$ cat src/rtl/reg_oper_unit.sv
// reg_oper_unit: WIDTH-bit operand register executing one operation per
// start request (hold, load, shl, shr, rotl, rotr, inc, dec).
// Shifts and rotates move one bit per clock, paced by busy/done.
//
// Optional feature macro: REGOP_ARITH_SHIFT_EN
//   defined   -> shr fills with the current MSB (arithmetic shift), sin ignored
//   undefined -> shr fills with sin (logical/serial shift)
//
// Handshake: start_i (with op_i/in_i/amt_i) is accepted on a rising edge only
// while busy_o=0; a start while busy_o=1 is dropped, not queued. done_o is a
// one-cycle pulse in the cycle following completion of the accepted request,
// so a new start may be issued in the same cycle done_o=1.
module reg_oper_unit #(
  parameter int WIDTH = 4,
  parameter int AMT_W = 2
) (
  input  logic             clk_i,
  input  logic             reset_i,
  input  logic             start_i,
  input  logic [2:0]       op_i,
  input  logic [WIDTH-1:0] in_i,
  input  logic [AMT_W-1:0] amt_i,
  input  logic             sin_i,
  output logic [WIDTH-1:0] o_o,
  output logic             cout_o,
  output logic             busy_o,
  output logic             done_o,
  output logic             dbg_state_o
);

  localparam logic [2:0] OP_HOLD = 3'b000;
  localparam logic [2:0] OP_LOAD = 3'b001;
  localparam logic [2:0] OP_SHL  = 3'b010;
  localparam logic [2:0] OP_SHR  = 3'b011;
  localparam logic [2:0] OP_ROTL = 3'b100;
  localparam logic [2:0] OP_ROTR = 3'b101;
  localparam logic [2:0] OP_INC  = 3'b110;
  localparam logic [2:0] OP_DEC  = 3'b111;

  typedef enum logic [0:0] {
    S_IDLE = 1'b0,
    S_RUN  = 1'b1
  } state_t;

  state_t           state_q, state_d;
  logic [AMT_W-1:0] cnt_q,   cnt_d;
  logic [2:0]       op_q,    op_d;
  logic [WIDTH-1:0] o_q,     o_d;
  logic             cout_q,  cout_d;
  logic             done_q,  done_d;

  // One-position step for the latched shift/rotate op
  logic [WIDTH-1:0] step_val;
  logic             step_c;
  logic             shr_fill;
  // Arithmetic helpers for inc/dec
  logic [WIDTH:0]   inc_sum;
  logic             start_is_shift;

  // shr fill bit: MSB replication or live serial input
  always_comb begin
`ifdef REGOP_ARITH_SHIFT_EN
    shr_fill = o_q[WIDTH-1];
`else
    shr_fill = sin_i;
`endif
  end

  // Single-position shift/rotate of the register for the latched op
  always_comb begin
    step_val = o_q;
    step_c   = cout_q;
    case (op_q)
      OP_SHL: begin
        step_val = {o_q[WIDTH-2:0], sin_i};
        step_c   = o_q[WIDTH-1];
      end
      OP_SHR: begin
        step_val = {shr_fill, o_q[WIDTH-1:1]};
        step_c   = o_q[0];
      end
      OP_ROTL: begin
        step_val = {o_q[WIDTH-2:0], o_q[WIDTH-1]};
        step_c   = o_q[WIDTH-1];
      end
      OP_ROTR: begin
        step_val = {o_q[0], o_q[WIDTH-1:1]};
        step_c   = o_q[0];
      end
      default: begin
        step_val = o_q;
        step_c   = cout_q;
      end
    endcase
  end

  // Decode of the incoming request and the increment carry chain
  always_comb begin
    start_is_shift = (op_i == OP_SHL) || (op_i == OP_SHR) ||
                     (op_i == OP_ROTL) || (op_i == OP_ROTR);
    inc_sum        = {1'b0, o_q} + {{WIDTH{1'b0}}, 1'b1};
  end

  // Next-state and datapath update; IDLE accepts requests, RUN steps once per edge
  always_comb begin
    state_d = state_q;
    cnt_d   = cnt_q;
    op_d    = op_q;
    o_d     = o_q;
    cout_d  = cout_q;
    done_d  = 1'b0;
    case (state_q)
      S_IDLE: begin
        if (start_i) begin
          if (start_is_shift && (amt_i != '0)) begin
            // Capture only; the first bit moves on the next edge
            state_d = S_RUN;
            cnt_d   = amt_i;
            op_d    = op_i;
          end else begin
            done_d = 1'b1;
            case (op_i)
              OP_LOAD: begin
                o_d    = in_i;
                cout_d = 1'b0;
              end
              OP_INC: begin
                o_d    = inc_sum[WIDTH-1:0];
                cout_d = inc_sum[WIDTH];
              end
              OP_DEC: begin
                o_d    = o_q - {{(WIDTH-1){1'b0}}, 1'b1};
                cout_d = (o_q == '0);
              end
              default: begin
                // hold, or a shift/rotate with amt=0: value kept, cout cleared
                o_d    = o_q;
                cout_d = 1'b0;
              end
            endcase
          end
        end
      end
      S_RUN: begin
        o_d    = step_val;
        cout_d = step_c;
        cnt_d  = cnt_q - AMT_W'(1);
        if (cnt_q == AMT_W'(1)) begin
          state_d = S_IDLE;
          done_d  = 1'b1;
        end
      end
      default: begin
        state_d = S_IDLE;
      end
    endcase
  end

  // State register; synchronous reset aborts any operation without a done pulse
  always_ff @(posedge clk_i) begin
    if (reset_i) begin
      state_q <= S_IDLE;
      cnt_q   <= '0;
      op_q    <= OP_HOLD;
      o_q     <= '0;
      cout_q  <= 1'b0;
      done_q  <= 1'b0;
    end else begin
      state_q <= state_d;
      cnt_q   <= cnt_d;
      op_q    <= op_d;
      o_q     <= o_d;
      cout_q  <= cout_d;
      done_q  <= done_d;
    end
  end

  // Output mapping
  always_comb begin
    o_o         = o_q;
    cout_o      = cout_q;
    busy_o      = (state_q == S_RUN);
    done_o      = done_q;
    dbg_state_o = state_q;
  end

endmodule

$ cat config.mk
export PLATFORM = sky130hd
export DESIGN_NAME = reg_oper_unit
export DESIGN_NICKNAME = d
export VERILOG_FILES = /design/src/rtl/reg_oper_unit.sv
export SDC_FILE = /design/constraint.sdc
export NUM_CORES = 1
export LEC_CHECK = 0
export ABC_CLOCK_PERIOD_IN_PS = 2400
export BUFFER_PORTS_ARGS = -buffer_cell sky130_fd_sc_hd__clkbuf_2
export CAP_MARGIN = 40
export CELL_PAD_IN_SITES_DETAIL_PLACEMENT = 0
export CELL_PAD_IN_SITES_GLOBAL_PLACEMENT = 1
export CORE_ASPECT_RATIO = 0.75
export CORE_MARGIN = 2
export CORE_UTILIZATION = 38
export DETAILED_ROUTE_END_ITERATION = 12
export GPL_ROUTABILITY_DRIVEN = 0
export PLACE_DENSITY_LB_ADDON = 0.1
export SLEW_MARGIN = 20
export SYNTH_ARGS = -nofsm -noshare
export SYNTH_HDL_FRONTEND = slang
export SYNTH_SLANG_ARGS = --single-unit
$ cat constraint.sdc
create_clock -name clk_i -period 2.4 [get_ports clk_i]
set_clock_uncertainty 0.2 [all_clocks]
set_input_delay 0 -clock clk_i [delete_from_list [all_inputs] [get_ports clk_i]]
set_output_delay 0 -clock clk_i [all_outputs]
set_load 0.005 [all_outputs]
==> results of run 1 <==
registers in the layout, summed over array words and instances, names as in the netlist:
name / count
busy_o: 1
op_q: 3
cout_o: 1
o_o: 4
cnt_q: 2
done_o: 1
what timing repair did:
| action | 4_1_cts | 5_1_grt |
|---|---|---|
| setup buffers | 0 | 0 |
| hold buffers | 9 | 0 |
| hold endpoints to repair | 12 | 0 |
power by group through the flow:
stage | Combinational, mW | Sequential (mW) | Clock, mW
floorplan | 0.0998 | 0.236 | 0
global placement | 0.128 | 0.244 | 0
detailed placement | 0.128 | 0.245 | 0
CTS | 0.141 | 0.240 | 0.177
global route | 0.159 | 0.244 | 0.185
finish | 0.140 | 0.240 | 0.171
cell type report:
cell class,count,share of cell area (%)
inverter,8,2.81
clock buffer,4,3.39
multi-input combinational,78,50.8
tap,24,2.81
sequential,12,22.5
timing repair buffer,29,17.8
stage by stage:
stage	setup WS (ps)	utilization (%)	power, mW	hold WS [ps]	cells
final	414	51.3	0.551	-0.997	155
after detailed placement	470	45.3	0.373	95.4	142
after global routing	300	51.3	0.589	86.1	155
after floorplan	606	-	0.335	-121	104
after global placement	524	45.3	0.372	85.8	142
after CTS	445	51.3	0.558	0.789	155
cells in the mapped netlist:
cell	number
dfxtp_1	12
nand2_1	11
nor2_1	9
a21oi_1	8
inv_1	8
o21ai_0	6
a211oi_1	5
mux2i_1	5
buf_4	3
ha_1	3
a221oi_1	2
mux2_2	2
nand3_1	2
o211ai_1	2
o31a_1	2
a2111o_1	1
a41oi_1	1
and2_1	1
and2_4	1
and3b_1	1
and4b_1	1
and4bb_2	1
buf_6	1
clkbuf_1	1
dlymetal6s4s_1	1
nand2_2	1
nand3b_1	1
nor2b_1	1
nor3_1	1
nor3b_1	1
nor4b_2	1
o211ai_2	1
o21a_1	1
o22a_1	1
o22ai_1	1
o31ai_1	1
xnor2_1	1
xor2_1	1
xor2_2	1
metal layers:
metal	wire, µm	part of all wire (%)
met4	0	0
met3	123	5.9
met1	1110	53
met5	0	0
met2	847	41
kinds of logic after synthesis:
kind of cell	synth area share, %
AO/OA/AOI/OAI	25.5
XOR/XNOR	3.91
adder cells (fa/ha/maj)	4.35
buffers and inverters	9.27
flip-flops	27.8
multiplexers	8.41
AND/OR/NAND/NOR	20.7
worst reg2reg max path: cells and delay by family (launching register included):
family | cells | cell delay, ps
AO/OA/AOI/OAI | 3 | 510
XOR/XNOR | 1 | 130
adder cells (fa/ha/maj) | 1 | 310
buffers and inverters | 1 | 80
flip-flops | 1 | 530
AND/OR/NAND/NOR | 1 | 90
worst paths after layout:
path	from	endpoint	slack, ps	depth (start not counted)
max	op_i[2]	op_q[0]	410	7
min	in_i[1]	o_o[1]	-1	4
max reg2reg	o_o[0]	o_o[1]	470	7
min reg2reg	cnt_q[0]	cnt_q[0]	300	1
==> qor.txt, run 1 <==
status = complete, but fails checks
failing checks = negative hold slack
die area = 2670 µm²
slowest cell delay on critical path = 530 ps
initial antenna violation count = 0
CTS Root Cell = clkbuf_4
peak supply drop = 0.000221 V
Post-CTS Resized = 0
detailed router's first-iteration violation count = 19
ant diodes = 0
placed instance area = 943 µm²
GRT met2 Usage = 24.7%
max_cap viols = 0
share of layout cells above drive strength 1 = 24.4%
Worst-Skew Late Latency = 290 ps
# fillers = 225
worst path buffer plus inverter count = 2
Slowest-stage cell, CP = dlygate4sd3_1
final period utilization = 82.7%
Least-Margin Pin Slew = 516 ps
Final Hold Vio Count = 1
CTS tree = built
Worst setup EP type = flip-flop
Netlist Area Pre-Place = 863 µm²
Power Density = 515 nW/µm²
met1 usage = 27.1%
Psw = 0.172 mW
Hold WS = -0.997 ps
Post-Route WL = 2.08 mm
CTS Buf Count = 3
clock network fraction of total power = 31.0%
Final nets = 148
critical path peak fanout = 11
Critical Path, Cell by Cell = dlygate4sd3_1, clkbuf_2, nand2_1, nand3_1, nor2_1, mux2i_1, nor2_1
worst hold path type = input port to flip-flop
Routed Antenna Nets = 0
Initial Util = 41.4%
commonest non-fill, non-tap cell in the layout = clkbuf_2
setup TNS = 0 ps
DR vias = 841
Leakage = 0.474 nW
RSZ-0062 raised after global routing = no
H-tree levels = 1
Area Growth Syn to Fin = 23.9%
Design Area, Final = 1070 µm²
FF+latch count, synth = 12
Synth cell types = 39
Die H = 45.3 µm
# DRC = 0
Most common cell on crit path = nor2_1
total clock sinks = 12
Mapped Cells = 104
vias in the first global route = 733
Comb power frac = 25.4%
Register Area = 240 µm²
routed len/inst = 13.4 µm
clk slew on worst S/H paths = 80 ps
drt pass-1 iters = 4
Synth top area share = 27.8%
Tot GR Track Use = 17.8%
Final min period = 1990 ps
Die X = 59.0 µm
core area = 2080 µm²
Int Power = 0.379 mW
Rel. slew slack = 65.6%
CP Class = input port to flip-flop
leading area contributor after synthesis = dfxtp_1
switch share = 31.2%
final setup violating endpoints = 0
met3 GRT Util = 5.16%
cell family with most CP delay = simple AND/OR/NAND/NOR gates
Ports = 21
Synth Area per Inst = 8.30 µm²
FP Rows = 14
Worst EP arrival = 1960 ps
Syn Nets = 120
yosys warns = 0
crit start category = input port
largest net degree at the start of global routing = 17
part of the Yosys area used for sequential elements = 27.8%
Flop pwr share = 43.6%
first-pass GRT wire length = 3.53 mm
Req. time, crit path = 2370 ps
commonest non-fill, non-tap cells in the layout = clkbuf_2 (20), dfxtp_1 (12), nand2_1 (11)
port bufs = 20
post-DP HPWL = 1.55 mm
clk buf depth = 2
multi-input combinational cell area = 543 µm²
GR peak layer = met1
top cells by area, synth = dfxtp_1 (28%), mux2i_1 (5.8%), nand2_1 (4.8%)
Fmax achieved = 504 MHz
DR vias/cell = 5.43
max-slew violations = 0
total congestion overflow = 0
No activity file was read; power rests on OpenSTA's default activity.
==> inputs of run 2 (changes only) <==
ABC_AREA = 1   (was default)
ABC_CLOCK_PERIOD_IN_PS = 1800   (was 2400)
CORE_UTILIZATION = 31   (was 38)
clock period = 1.8 ns   (was 2.4 ns; I/O delays follow)
==> qor.txt, run 2 <==
critical path peak fanout = 3 (-8)
Synth Area per Inst = 6.06 µm² (-27%)
FF+latch count, synth = 12 (unchanged)
Slowest-stage cell, CP = dlygate4sd3_1
final period utilization = 94.1%
Fmax achieved = 590 MHz
# DRC = 0 (unchanged)
DR vias = 975 (+16%)
ant diodes = 0 (unchanged)
routed len/inst = 11.7 µm (-13%)
Tot GR Track Use = 16.9% (-0.85 points)
Synth top cells by count = nand2_1 (30), nand3_1 (19), o21ai_0 (17)
Hold WS = 257 ps (+258 ps)
Synth cell types = 16 (-59%)
Synth Flop Type = dfxtp_1
commonest non-fill, non-tap cell in the layout = nand2_1
Syn Nets = 153 (+28%)
Netlist Area Pre-Place = 830 µm² (-3.9%)
status = completed
Least-Margin Pin Slew = 406 ps (-110 ps)
first-pass GRT wire length = 4.12 mm (+17%)
max FFs per register = 4 (unchanged)
CTS Root Cell = clkbuf_4
vias in the first global route = 911 (+24%)
setup TNS = 0 ps (unchanged)
CTS Buf Count = 3 (unchanged)
crit start category = input port
Ports = 21 (unchanged)
Power Density = 628 nW/µm² (+22%)
hold path startpoint = cnt_q[1]
post-DP HPWL = 1.81 mm (+17%)
reg2reg start = busy_o
Worst EP arrival = 1700 ps (-260 ps)
leading area contributor after synthesis = dfxtp_1
clk buf depth = 2 (unchanged)
Worst-Skew Late Latency = 270 ps (-20 ps)
non-filler cells, final = 207 (+34%)
worst hold path type = flip-flop to flip-flop
Final nets = 189 (+28%)
total congestion overflow = 0 (unchanged)
Initial Util = 32.1% (-9.3 points)
Critical Path, Cell by Cell = dlygate4sd3_1, clkbuf_2, nor2_2, nor2_1, nand2_1, nand2_1, dlygate4sd3_1, a21oi_1
Rel. slew slack = 72.7% (+7.1 points)
fin util = 43.6% (-7.8 points)
max-slew violations = 0 (unchanged)
clk slew on worst S/H paths = 70 ps (about the same)
Die X = 63.7 µm (+7.9%)
worst r2r path cells = 5 (-2)
Power, Total = 0.706 mW (+28%)
Worst setup EP type = flip-flop
Routed Antenna Nets = 0 (unchanged)
H-tree levels = 1 (unchanged)
largest net degree at the start of global routing = 14 (-3)
cell family with most CP delay = buffers and inverters
cell with the most instances after synthesis = nand2_1
peak supply drop = 0.000343 V (+55%)
Post-Route WL = 2.43 mm (+17%)
Req. time, crit path = 1800 ps (-570 ps)
Final min period = 1690 ps
RSZ-0062 raised after global routing = no
CP Class = input port to flip-flop
Leakage = 0.524 nW (+10%)
initial antenna violation count = 0 (unchanged)
core area = 2580 µm² (+24%)
slowest cell delay on critical path = 560 ps (+30 ps)
top cells by area, synth = dfxtp_1 (29%), nand2_1 (14%), nand3_1 (11%)
detailed router's first-iteration violation count = 22 (+3)
reg2reg setup slack = 110 ps (-360 ps)
RR Endpoint = done_o
worst path buffer plus inverter count = 3 (+1)
share of layout cells above drive strength 1 = 19.9% (-4.5 points)
Final Hold Vio Count = 0 (-1)
total clock sinks = 12 (unchanged)
DR vias/cell = 4.71 (-13%)
Die H = 48.8 µm (+7.8%)
commonest non-fill, non-tap cells in the layout = nand2_1 (30), clkbuf_2 (20), nand3_1 (19)
max_cap viols = 0 (unchanged)
Async SR Flop Fraction = 0% (unchanged)
drt pass-1 iters = 4 (unchanged)
Synth top area share = 29.0% (+1.1 points)
number of synthesized flops with an enable pin = 0 (unchanged)
yosys warns = 0 (unchanged)
FP Rows = 16 (+2)
die area = 3110 µm² (+16%)
CTS tree = built
Hold Path Cell Cnt = 2 (-2)
part of the Yosys area used for sequential elements = 29.0% (+1.1 points)
Area Growth Syn to Fin = 35.6%
Placed Cells incl. Taps = 191 (+35%)
Hold Crit Endpoint = cnt_q[1]
Mapped Cells = 137 (+32%)
port bufs = 20 (unchanged)
final setup violating endpoints = 0 (unchanged)
## run 2: timing repair
item                       4_1_cts  5_1_grt
buffers inserted                 0        0
hold endpoints to repair        10        0
setup endpoints to repair        0        3
gates resized for setup          0        4
hold buffers                    13        0
## run 2: worst max-delay path by stage
stage | depth (start not counted) | slack, ps | startpoint | end
after CTS | 5 | 70 | busy_o | done_o
after floorplan | 8 | 270 | o_o[0] | o_o[1]
after global routing | 7 | 30 | op_i[2] | done_o
final | 8 | 110 | op_i[1] | done_o
after detailed placement | 8 | 90 | o_o[0] | o_o[1]
after global placement | 8 | 170 | o_o[0] | o_o[1]
## run 2: cell type report
type,count,area (µm²)
Multi-Input combinational cell,107,520
Tap cell,36,45.0
Timing Repair Buffer,34,238
Inverter,15,56.3
Sequential cell,12,243
Clock buffer,3,22.5
Fill cell,281,1460
## run 2: kinds of logic after synthesis
family / after synthesis / synth area share [%]
AO/OA/AOI/OAI: 34 / 21.0
adder cells (fa/ha/maj): 3 / 4.53
buffers and inverters: 18 / 8.90
flip-flops: 12 / 29.0
AND/OR/NAND/NOR: 70 / 36.7
## run 2: report_power, final
| part | total [mW] | switching [mW] | internal [mW] | leakage [nW] |
|---|---|---|---|---|
| sequential | 0.322 | 0.0319 | 0.291 | 0.0995 |
| clock | 0.164 | 0.0866 | 0.0774 | 0.0138 |
| combinational | 0.220 | 0.124 | 0.0961 | 0.410 |
| total | 0.706 | 0.242 | 0.464 | 0.524 |
## run 2: stage by stage
step | setup WS, ps | cell area (µm²)
after global routing | 28.2 | 1120
after floorplan | 265 | 830
final | 106 | 1120
after global placement | 165 | 965
after CTS | 69.8 | 1120
after detailed placement | 92.2 | 965
## run 2: layer usage
layer | up-vias | wire length (µm) | global-route usage [%]
met5 | - | 0 | 0
met4 | 0 | 12 | 2.17
met3 | 2 | 78 | 4.39
met2 | 19 | 1050 | 27.7
met1 | 428 | 1280 | 23.0
li1 | 526 | - | -
## run 2: worst register-to-register path: cells and delay by family (launching register included)
| family | cells | cell delay, ps |
|---|---|---|
| simple gates | 2 | 240 |
| compound gates | 1 | 120 |
| buf+inv | 2 | 750 |
| flops | 1 | 310 |
==> inputs of run 3 (changes only) <==
ABC_CLOCK_PERIOD_IN_PS = 1490   (was 1800)
clock period = 1.49 ns   (was 1.8 ns; I/O delays follow)
==> qor.txt, run 3 (synthesis results as in run 2) <==
Die H = 48.8 µm (unchanged)
share of layout cells above drive strength 1 = 35.7% (+16 points)
commonest non-fill, non-tap cell in the layout = nand2_1
# DRC = 0 (unchanged)
Worst EP arrival = 1450 ps (-250 ps)
Area Growth Syn to Fin = 55.4%
ant diodes = 0 (unchanged)
Most common cell on crit path = nand2_2
Req. time, crit path = 1460 ps (-340 ps)
Critical Path, Cell by Cell = inv_4, ha_4, inv_2, nand2_2, nand3_2, nand2_2, nand2_2, a21oi_2, nor2_1
DR vias/cell = 4.82 (+2.3%)
post-DP HPWL = 1.91 mm (+5.4%)
total congestion overflow = 0 (unchanged)
CP Class = flip-flop to flip-flop
status = completed
Worst setup EP type = flip-flop
Fmax achieved = 673 MHz
total clock sinks = 12 (unchanged)
Final min period = 1490 ps
clk buf depth = 2 (unchanged)
Initial Util = 32.1% (unchanged)
Least-Margin Pin Slew = 266 ps (-139 ps)
max_cap viols = 0 (unchanged)
# fillers = 291 (+3.6%)
Final nets = 203 (+7.4%)
FP Rows = 16 (unchanged)
fin util = 49.9% (+6.3 points)
Rel. slew slack = 82.2% (+9.6 points)
max-slew violations = 0 (unchanged)
cell family with most CP delay = flip-flops
largest net degree at the start of global routing = 13 (-1)
peak supply drop = 0.000362 V (+5.7%)
Power Density = 729 nW/µm² (+16%)
Final Hold Vio Count = 0 (unchanged)
RSZ-0062 raised after global routing = yes
die area = 3110 µm² (unchanged)
Routed Antenna Nets = 0 (unchanged)
CTS Root Cell = clkbuf_4
commonest non-fill, non-tap cells in the layout = nand2_1 (25), clkbuf_2 (20), nand3_1 (18)
final period utilization = 99.7%
core area = 2580 µm² (unchanged)
crit start category = flip-flop
Worst-Skew Late Latency = 270 ps (about the same)
first-pass GRT wire length = 4.45 mm (+8.0%)
critical path peak fanout = 3 (unchanged)
clk slew on worst S/H paths = 80 ps (about the same)
Die X = 63.7 µm (unchanged)
worst hold path type = input port to flip-flop
setup TNS = 0 ps (unchanged)
vias in the first global route = 964 (+5.8%)
CTS Buf Count = 3 (unchanged)
max FFs per register = 4 (unchanged)
initial antenna violation count = 0 (unchanged)
Post-Route WL = 2.70 mm (+11%)
worst path buffer plus inverter count = 2 (-1)
Leakage = 0.604 nW (+15%)
detailed router's first-iteration violation count = 33 (+50%)
final setup violating endpoints = 0 (unchanged)
slowest cell delay on critical path = 380 ps (-180 ps)
Tot GR Track Use = 18.2% (+1.3 points)
DR vias = 1,065 (+9.2%)
port bufs = 20 (unchanged)
CTS tree = built
drt pass-1 iters = 5 (+1)
Ports = 21 (unchanged)
routed len/inst = 12.2 µm (+4.3%)
Slowest-stage cell, CP = dfxtp_4
H-tree levels = 1 (unchanged)
==> run 3: timing repair <==
item	CTS	global route
setup endpoints to repair	1	9
pin swaps	0	7
hold buffers	12	0
hold endpoints to repair	11	0
cloned	0	0
setup buffers	0	2
resized for setup	1	32
==> run 3: per-stage QoR <==
stage               worst slack, ps  hold WS, ps  cell area, µm²  std cells  power, mW
finish                         4.94         59.6            1290        221      0.939
detailed placement             10.4         59.7            1060        204      0.666
CTS                            3.36         52.2            1210        219      0.906
global placement              -3.70         58.5            1060        204      0.666
global route                   -118          145            1290        221       1.02
floorplan                      19.3         -131             831        137      0.546
==> run 3: cell type report <==
| type | instances | area, µm² | share of cell area (%) |
|---|---|---|---|
| multi-input combinational | 107 | 573 | 44.5 |
| inverter | 15 | 58.8 | 4.56 |
| tap | 36 | 45.0 | 3.50 |
| timing repair buffer | 48 | 340 | 26.4 |
| sequential | 12 | 249 | 19.3 |
| clock buffer | 3 | 22.5 | 1.75 |
==> run 3: final timing paths <==
path              startpoint  endpoint  slack (ps)  depth (start not counted)
setup / recovery      o_o[0]    o_o[1]           5                          9
setup reg to reg      o_o[0]    o_o[1]           5                          9
hold / removal       op_i[2]    done_o          60                          6
hold reg to reg     cnt_q[1]  cnt_q[1]         270                          2
==> run 3: metal layers <==
layer  GRT usage (%)  up-vias  wire, µm
li1                -      560         -
met1            25.4      469      1340
met2            28.8       30      1160
met3            4.39        6       143
met4            3.26        0        51
met5               0        -         0
==> run 3: where the power goes <==
group	switching, mW	internal, mW	total, mW
Clock	0.108	0.0935	0.201
Combinational	0.189	0.167	0.356
Sequential	0.0298	0.352	0.382
==> run 3: tightest hold or removal path, stage by stage <==
cell	delay, ps
clkbuf_2	100
nor2_1	60
nor2_1	100
nand2_1	70
nand2_1	90
a21oi_1	60
